==> src/rtl/mdu_ctrl.sv <==
// ---------------------------------------------------------------------------
// mdu_ctrl
//
// Multiply/divide unit controller for a MIPS-style pipeline. Owns the HI/LO
// architectural registers and models the latency of a multi-cycle multiplier
// and divider. An E-stage MDU instruction is accepted only while idle. Its
// operands are captured at the accepting edge. The result is written to HI/LO
// in a single step at the end of the busy period, so no partial result is
// ever visible.
//
// Build option:
//   MDU_DIV_EN  - when defined, the divider is compiled in and div/divu run
//                 for DIV_CYCLES. When undefined, op 2/3 are treated as
//                 reserved and are ignored.
//
// Parameters:
//   MULT_CYCLES - busy cycles for mult/multu (1..31)
//   DIV_CYCLES  - busy cycles for div/divu   (1..31)
//
// Ports:
//   clk      in   rising-edge clock
//   reset    in   asynchronous active-high reset
//   start    in   E-stage instruction is an MDU op (one-cycle valid)
//   op       in   0 mult, 1 multu, 2 div, 3 divu, 4 mthi, 5 mtlo, 6..7 rsvd
//   rs_data  in   forwarded rs operand (dividend / mthi/mtlo source)
//   rt_data  in   forwarded rt operand (divisor)
//   md_use_d in   D-stage instruction touches the MDU or HI/LO
//   busy     out  multiply/divide in progress
//   done     out  one-cycle pulse when HI/LO first show a new result
//   stall    out  stall request to the hazard unit
//   hi       out  HI register
//   lo       out  LO register
//
// FSM states:
//   state   | meaning
//   --------+-----------------------------------------------------------
//   IDLE    | no operation running; accepts mult/div and mthi/mtlo
//   BUSY    | counting down the latency; HI/LO written when cnt hits 0
// ---------------------------------------------------------------------------
module mdu_ctrl #(
    parameter int unsigned MULT_CYCLES = 5,
    parameter int unsigned DIV_CYCLES  = 10
) (
    input  logic        clk,
    input  logic        reset,
    input  logic        start,
    input  logic [2:0]  op,
    input  logic [31:0] rs_data,
    input  logic [31:0] rt_data,
    input  logic        md_use_d,
    output logic        busy,
    output logic        done,
    output logic        stall,
    output logic [31:0] hi,
    output logic [31:0] lo
);

    typedef enum logic {
        ST_IDLE = 1'b0,
        ST_BUSY = 1'b1
    } state_t;

    localparam logic [2:0] OP_MULT  = 3'd0;
    localparam logic [2:0] OP_MULTU = 3'd1;
    localparam logic [2:0] OP_DIV   = 3'd2;
    localparam logic [2:0] OP_DIVU  = 3'd3;
    localparam logic [2:0] OP_MTHI  = 3'd4;
    localparam logic [2:0] OP_MTLO  = 3'd5;

    // The counter is loaded with N-1 so that it reaches 0 on the Nth edge
    // after acceptance, which gives exactly N busy cycles.
    localparam logic [4:0] MULT_LOAD = 5'(MULT_CYCLES - 1);
    localparam logic [4:0] DIV_LOAD  = 5'(DIV_CYCLES - 1);

    state_t      state_q;
    logic [4:0]  cnt_q;
    logic [1:0]  op_q;      // bit1: divide, bit0: unsigned
    logic [31:0] rs_q;
    logic [31:0] rt_q;
    logic [31:0] hi_q;
    logic [31:0] lo_q;
    logic        done_q;

    logic [31:0] hi_d;
    logic [31:0] lo_d;

    // -----------------------------------------------------------------------
    // Incoming op decode
    // -----------------------------------------------------------------------
    logic       is_mul;
    logic       is_div;
    logic       launch_op;
    logic [4:0] load_val;

    assign is_mul = (op == OP_MULT) || (op == OP_MULTU);
`ifdef MDU_DIV_EN
    assign is_div = (op == OP_DIV) || (op == OP_DIVU);
`else
    assign is_div = 1'b0;
`endif
    assign launch_op = is_mul || is_div;

    // op[1] can only be set on a launch when the divider is present.
    assign load_val = op[1] ? DIV_LOAD : MULT_LOAD;

    // -----------------------------------------------------------------------
    // Multiplier: a single 64x64 product over sign- or zero-extended operands.
    // The low 64 bits are exact for both the signed and unsigned forms.
    // -----------------------------------------------------------------------
    logic        mul_sgn;
    logic [63:0] mul_a;
    logic [63:0] mul_b;
    logic [63:0] mul_prod;

    assign mul_sgn  = ~op_q[0];
    assign mul_a    = {{32{mul_sgn & rs_q[31]}}, rs_q};
    assign mul_b    = {{32{mul_sgn & rt_q[31]}}, rt_q};
    assign mul_prod = mul_a * mul_b;

    // -----------------------------------------------------------------------
    // Divider
    // -----------------------------------------------------------------------
    logic [31:0] div_quo;
    logic [31:0] div_rem;
    logic        div_zero;

`ifdef MDU_DIV_EN
    // The divide works on magnitudes and then restores the signs. This keeps
    // 0x80000000 / -1 well defined: the result wraps to 0x80000000 with
    // remainder 0. It also avoids the tool-dependent behaviour of signed '/'.
    logic        div_sgn;
    logic        neg_a;
    logic        neg_b;
    logic [31:0] mag_a;
    logic [31:0] mag_b;
    logic [31:0] mag_b_safe;
    logic [31:0] uquo;
    logic [31:0] urem;

    assign div_sgn    = ~op_q[0];
    assign neg_a      = div_sgn & rs_q[31];
    assign neg_b      = div_sgn & rt_q[31];
    assign mag_a      = neg_a ? (32'd0 - rs_q) : rs_q;
    assign mag_b      = neg_b ? (32'd0 - rt_q) : rt_q;
    assign div_zero   = (rt_q == 32'd0);
    // The result is discarded on a zero divisor. Dividing by 1 instead keeps
    // the datapath free of X.
    assign mag_b_safe = div_zero ? 32'd1 : mag_b;
    assign uquo       = mag_a / mag_b_safe;
    assign urem       = mag_a % mag_b_safe;
    assign div_quo    = (neg_a ^ neg_b) ? (32'd0 - uquo) : uquo;
    assign div_rem    = neg_a ? (32'd0 - urem) : urem;
`else
    // No divider. This path is never selected because op_q[1] is never set.
    assign div_zero = 1'b0;
    assign div_quo  = lo_q;
    assign div_rem  = hi_q;
`endif

    logic [31:0] res_hi;
    logic [31:0] res_lo;
    logic        res_we;

    assign res_hi = op_q[1] ? div_rem : mul_prod[63:32];
    assign res_lo = op_q[1] ? div_quo : mul_prod[31:0];
    assign res_we = ~(op_q[1] & div_zero);

    // -----------------------------------------------------------------------
    // HI/LO next state
    // -----------------------------------------------------------------------
    always_comb begin
        hi_d = hi_q;
        lo_d = lo_q;
        if (state_q == ST_BUSY) begin
            if ((cnt_q == 5'd0) && res_we) begin
                hi_d = res_hi;
                lo_d = res_lo;
            end
        end else if (start) begin
            if (op == OP_MTHI) begin
                hi_d = rs_data;
            end else if (op == OP_MTLO) begin
                lo_d = rs_data;
            end
        end
    end

    // -----------------------------------------------------------------------
    // Control FSM and registers
    // -----------------------------------------------------------------------
    always_ff @(posedge clk or posedge reset) begin
        if (reset) begin
            state_q <= ST_IDLE;
            cnt_q   <= 5'd0;
            op_q    <= 2'd0;
            rs_q    <= 32'd0;
            rt_q    <= 32'd0;
            hi_q    <= 32'd0;
            lo_q    <= 32'd0;
            done_q  <= 1'b0;
        end else begin
            hi_q   <= hi_d;
            lo_q   <= lo_d;
            done_q <= 1'b0;
            case (state_q)
                ST_IDLE: begin
                    if (start && launch_op) begin
                        op_q    <= op[1:0];
                        rs_q    <= rs_data;
                        rt_q    <= rt_data;
                        cnt_q   <= load_val;
                        state_q <= ST_BUSY;
                    end
                end
                ST_BUSY: begin
                    // A start that arrives here is ignored on purpose.
                    if (cnt_q == 5'd0) begin
                        state_q <= ST_IDLE;
                        done_q  <= 1'b1;
                    end else begin
                        cnt_q <= cnt_q - 5'd1;
                    end
                end
                default: state_q <= ST_IDLE;
            endcase
        end
    end

    assign busy = (state_q == ST_BUSY);
    assign done = done_q;
    assign hi   = hi_q;
    assign lo   = lo_q;

    // The start term lets the D-stage MDU instruction wait behind an op that
    // is being accepted this cycle. It is forced low during reset.
    assign stall = ~reset & md_use_d & (busy | (start & launch_op));

endmodule
==> config.mk <==
export PLATFORM = sky130hd
export DESIGN_NAME = mdu_ctrl
export DESIGN_NICKNAME = d
export VERILOG_FILES = /design/src/rtl/mdu_ctrl.sv
export SDC_FILE = /design/constraint.sdc
export NUM_CORES = 2
export LEC_CHECK = 0
export ABC_AREA = 0
export CAP_MARGIN = 20
export CORE_MARGIN = 8
export CORE_UTILIZATION = 45
export DETAILED_ROUTE_END_ITERATION = 16
export HOLD_SLACK_MARGIN = 0.1
export PLACE_DENSITY = 0.71
export SETUP_SLACK_MARGIN = 0.2
export SLEW_MARGIN = 10
export SYNTH_ARGS = -nofsm -noshare
export SYNTH_HDL_FRONTEND = slang
export SYNTH_SLANG_ARGS = --single-unit
==> constraint.sdc <==
create_clock -name clk -period 10.84 [get_ports clk]
set_clock_uncertainty 0.15 [all_clocks]
set_input_delay 2.168 -clock clk [delete_from_list [all_inputs] [get_ports clk]]
set_output_delay 2.168 -clock clk [all_outputs]
set_load 0.1 [all_outputs]
==> impl_metrics.xml <==
<?xml version="1.0" encoding="UTF-8"?>
<metrics>
  <group name="timing">
    <metric name="period_share" unit="%">83.6</metric>
    <metric name="number_of_endpoints_failing_setup_at_the_final_stage" unit="">0</metric>
    <metric name="tightestPinTransition" unit="ps">1140</metric>
    <metric name="achievable-frequency" unit="GHz">0.110</metric>
    <metric name="final_hold_viol_count" unit="">0</metric>
    <metric name="tns" unit="ps">0</metric>
    <metric name="maxSlewHeadroom" unit="%">24.0</metric>
    <metric name="period_minus_slack" unit="ps">9060</metric>
    <metric name="report.final.slew_viol_count" unit="">0</metric>
    <metric name="setup_repair_after_global_routing_missed_its_margin" unit="">no</metric>
  </group>
  <group name="place">
    <metric name="routabilityCongestion" unit="">0.983</metric>
    <metric name="io_buffers" unit="">137</metric>
    <metric name="placed_area" unit="um^2">46200</metric>
    <metric name="place.detailed.hpwl" unit="um">97200</metric>
  </group>
  <group name="clock_tree">
    <metric name="clock_tree.root_cell" unit="">clkbuf_16</metric>
    <metric name="clkTransAtPathRegs" unit="ps">80</metric>
    <metric name="numCtsBuffers" unit="">17</metric>
    <metric name="post-cts-setup-buffers" unit="">0</metric>
    <metric name="worst_skew_pair.late_latency" unit="ps">500</metric>
    <metric name="numClockSinks" unit="">137</metric>
    <metric name="hold_buffers" unit="">0</metric>
    <metric name="ctsHtreeMaxLevel" unit="">4</metric>
    <metric name="clockBufferDepth" unit="">2</metric>
    <metric name="post_cts_resize_count" unit="">0</metric>
    <metric name="tritoncts_clock_tree" unit="">built</metric>
  </group>
  <group name="status">
    <metric name="outcome" unit="">finished clean</metric>
  </group>
  <group name="floorplan">
    <metric name="design.core.area" unit="um^2">96300</metric>
    <metric name="floorplan.initialDensity" unit="%">45.3</metric>
    <metric name="fp.dieArea" unit="um^2">107000</metric>
    <metric name="row_count" unit="">114</metric>
    <metric name="dieWidth" unit="um">327</metric>
    <metric name="die_h" unit="um">327</metric>
    <metric name="ios" unit="">138</metric>
  </group>
  <group name="worst_setup_path">
    <metric name="slowest_stage" unit="">dfrtp_1</metric>
    <metric name="cp.arrival" unit="ps">9270</metric>
    <metric name="critPathMaxStageDelay" unit="ps">1020</metric>
    <metric name="critical_path_class" unit="">reg -&gt; reg</metric>
    <metric name="worst_setup_path_start_kind" unit="">flip-flop</metric>
    <metric name="end_kind" unit="">flip-flop</metric>
    <metric name="cp_num_buf_inv" unit="">4</metric>
    <metric name="worst-r2r-setup-slack" unit="ps">1780</metric>
    <metric name="required" unit="ps">11050</metric>
    <metric name="worst_path_dominant_cell_family" unit="">adder cells</metric>
    <metric name="cell_chain_of_the_critical_path" unit="">and2_1, fa_1, fa_1, fa_1, inv_1, fa_1, inv_1, fa_1, fa_1, fa_1, inv_1, fa_1, inv_1, ha_1, nand2_1, nor3_1, nand2_1, a211oi_1, o211ai_1, a21oi_1, o21a_1, mux2i_1, a21oi_1</metric>
    <metric name="worstPathMaxFanout" unit="">34</metric>
    <metric name="critPathMostFrequentCell" unit="">fa_1</metric>
  </group>
  <group name="global_route">
    <metric name="grt_first_pass_wirelength" unit="um">191000</metric>
    <metric name="grt_overflow_total" unit="">0</metric>
    <metric name="grt_start_max_net_pins" unit="">81</metric>
    <metric name="initial_antenna_violation_count" unit="">3</metric>
    <metric name="total_track_usage" unit="%">22.5</metric>
    <metric name="grt_pass1_vias" unit="">35000</metric>
  </group>
  <group name="detailed_routing">
    <metric name="routed_wl" unit="um">116000</metric>
    <metric name="vias" unit="">31500</metric>
    <metric name="first_pass_iters" unit="">5</metric>
    <metric name="vias_per_cell" unit="">5.31</metric>
    <metric name="drc_violations" unit="">0</metric>
    <metric name="detail_route.iter0.violations" unit="">2088</metric>
    <metric name="post_drt_wl_per_cell" unit="um">19.6</metric>
    <metric name="antenna_violating_nets_post_route" unit="">0</metric>
  </group>
  <group name="logic_synthesis">
    <metric name="synth.yosys.seq_area_share" unit="%">7.87</metric>
    <metric name="synth.most_common_cell" unit="">fa_1</metric>
    <metric name="yosys-top-cells-count" unit="">fa_1, inv_1, nand2_1</metric>
    <metric name="synth_fp_nets" unit="">6091</metric>
    <metric name="post_synth.cell_area_avg" unit="um^2">9.31</metric>
    <metric name="synth_largest_area_cell" unit="">fa_1</metric>
    <metric name="synthesis.instances" unit="">4681</metric>
    <metric name="yosys_register_bits" unit="">137</metric>
    <metric name="synth_flop_cell" unit="">dfrtp_1</metric>
    <metric name="syn-cell-area" unit="um^2">43600</metric>
    <metric name="share_of_synthesized_flip_flops_with_an_asynchronous_set_or_reset" unit="%">100</metric>
    <metric name="synth.top_cells.by_area" unit="">fa_1, inv_1, dfrtp_1, nand2_1, ha_1</metric>
    <metric name="post-synth-top-area-fraction" unit="%">51.7</metric>
    <metric name="synth_cell_type_count" unit="">61</metric>
    <metric name="synth_enable_flop_cells" unit="">0</metric>
    <metric name="yosys_warnings" unit="">0</metric>
  </group>
  <group name="layout">
    <metric name="finalNetCount" unit="">6063</metric>
    <metric name="share_of_cells_above_drive_strength_1" unit="%">4.29</metric>
    <metric name="layout-area-overhead-vs-synth" unit="%">7.30</metric>
    <metric name="postLayoutCellArea" unit="um^2">46800</metric>
    <metric name="layout.filler_cells" unit="">8967</metric>
  </group>
  <group name="flow_run">
    <metric name="maxCapViolations" unit="">0</metric>
  </group>
  <group name="hold_path">
    <metric name="min-delay-path-class" unit="">reg -&gt; reg</metric>
  </group>
</metrics>
-- path summary, 6_finish.rpt --
kind,startpoint,end,depth (start not counted)
min in group asynchronous,reset,done,2
worst min register to register,hi[7],hi[7],2
max in group asynchronous,reset,rs_q[0],4
worst min-delay path,hi[7],hi[7],2
worst max register to register,rt_q[1],hi[29],23
worst max-delay path,rt_q[1],hi[29],23
-- per-layer routing --
metal,global-route usage [%],wire length (um),vias to the layer above
li1,-,-,13500
met1,27.4,43700,16700
met2,40.1,61000,1076
met3,3.14,6490,273
met4,9.26,5120,0
met5,0,0,-
-- state kept, by name, indices dropped and copies added, names as in the netlist --
signal / cells
done: 1
lo: 32
hi: 32
rt_q: 32
rs_q: 32
busy: 1
op_q: 2
cnt_q: 5
-- tightest hold or removal path: cells and delay by family (launching register included) --
family / cells / cell delay [ps]
DFF: 1 / 350
AOI/OAI and AO/OA: 1 / 60
and+or+nand+nor: 1 / 50
-- cell type report --
cell class / count / area [um^2] / share of cell area (%)
clock buffer: 18 / 429 / 0.918
clock inverter: 13 / 138 / 0.294
inverter: 1114 / 4190 / 8.95
timing repair buffer: 217 / 1970 / 4.22
sequential: 137 / 3430 / 7.33
tap: 1276 / 1600 / 3.41
antenna: 2 / 5.00 / 0.0107
multi-input combinational: 3166 / 35000 / 74.9
-- cell families after synthesis --
group                    Yosys count  share of synthesized area, %
XOR/XNOR                          76                          1.53
AO/OA/AOI/OAI                    325                          4.56
AND/OR/NAND/NOR                 1345                          14.3
adder cells (fa/ha/maj)         1339                          57.8
flip-flops                       137                          7.87
buffers and inverters           1378                          11.9
multiplexers                      81                          2.05
-- cell usage in the layout, fill, tap and decap left out, types with 4 or more instances in the layout --
master / Yosys / final
clkbuf_16: 0 / 17
o211ai_1: 6 / 6
and2_1: 373 / 373
xnor2_1: 56 / 56
inv_6: 0 / 7
or2_2: 11 / 11
nor2b_1: 23 / 22
inv_1: 1114 / 1113
fa_1: 1125 / 1125
nand3_1: 14 / 14
o31ai_1: 5 / 5
a211oi_1: 7 / 7
o21a_1: 10 / 10
nand4_1: 15 / 15
nor2_1: 77 / 76
xor2_1: 20 / 20
a21o_1: 30 / 30
o21bai_1: 13 / 13
or3_1: 4 / 4
dfrtp_1: 137 / 136
buf_4: 0 / 80
nand2b_1: 9 / 9
mux2i_1: 16 / 16
and3_1: 6 / 6
clkdlybuf4s50_1: 0 / 137
a21oi_1: 118 / 117
a31oi_1: 8 / 8
nor3b_1: 9 / 9
a21boi_0: 5 / 5
o21ai_0: 87 / 87
mux2_2: 65 / 65
nand2_1: 789 / 789
nor3_1: 8 / 7
ha_1: 214 / 214
-- metrics by stage --
stage	util, %	std cells	hold WS, ps	setup slack [ps]
after detailed placement	48.0	5910	320	1930
after global routing	48.6	5943	355	1330
after global placement	48.0	5910	316	2000
final	48.6	5943	336	1780
after floorplan	-	4681	329	2830
after CTS	48.6	5941	336	1900
Power is left out: the tool's default activity adds up to more than one toggle a clock period on the data nets, which glitch-free logic cannot reach.
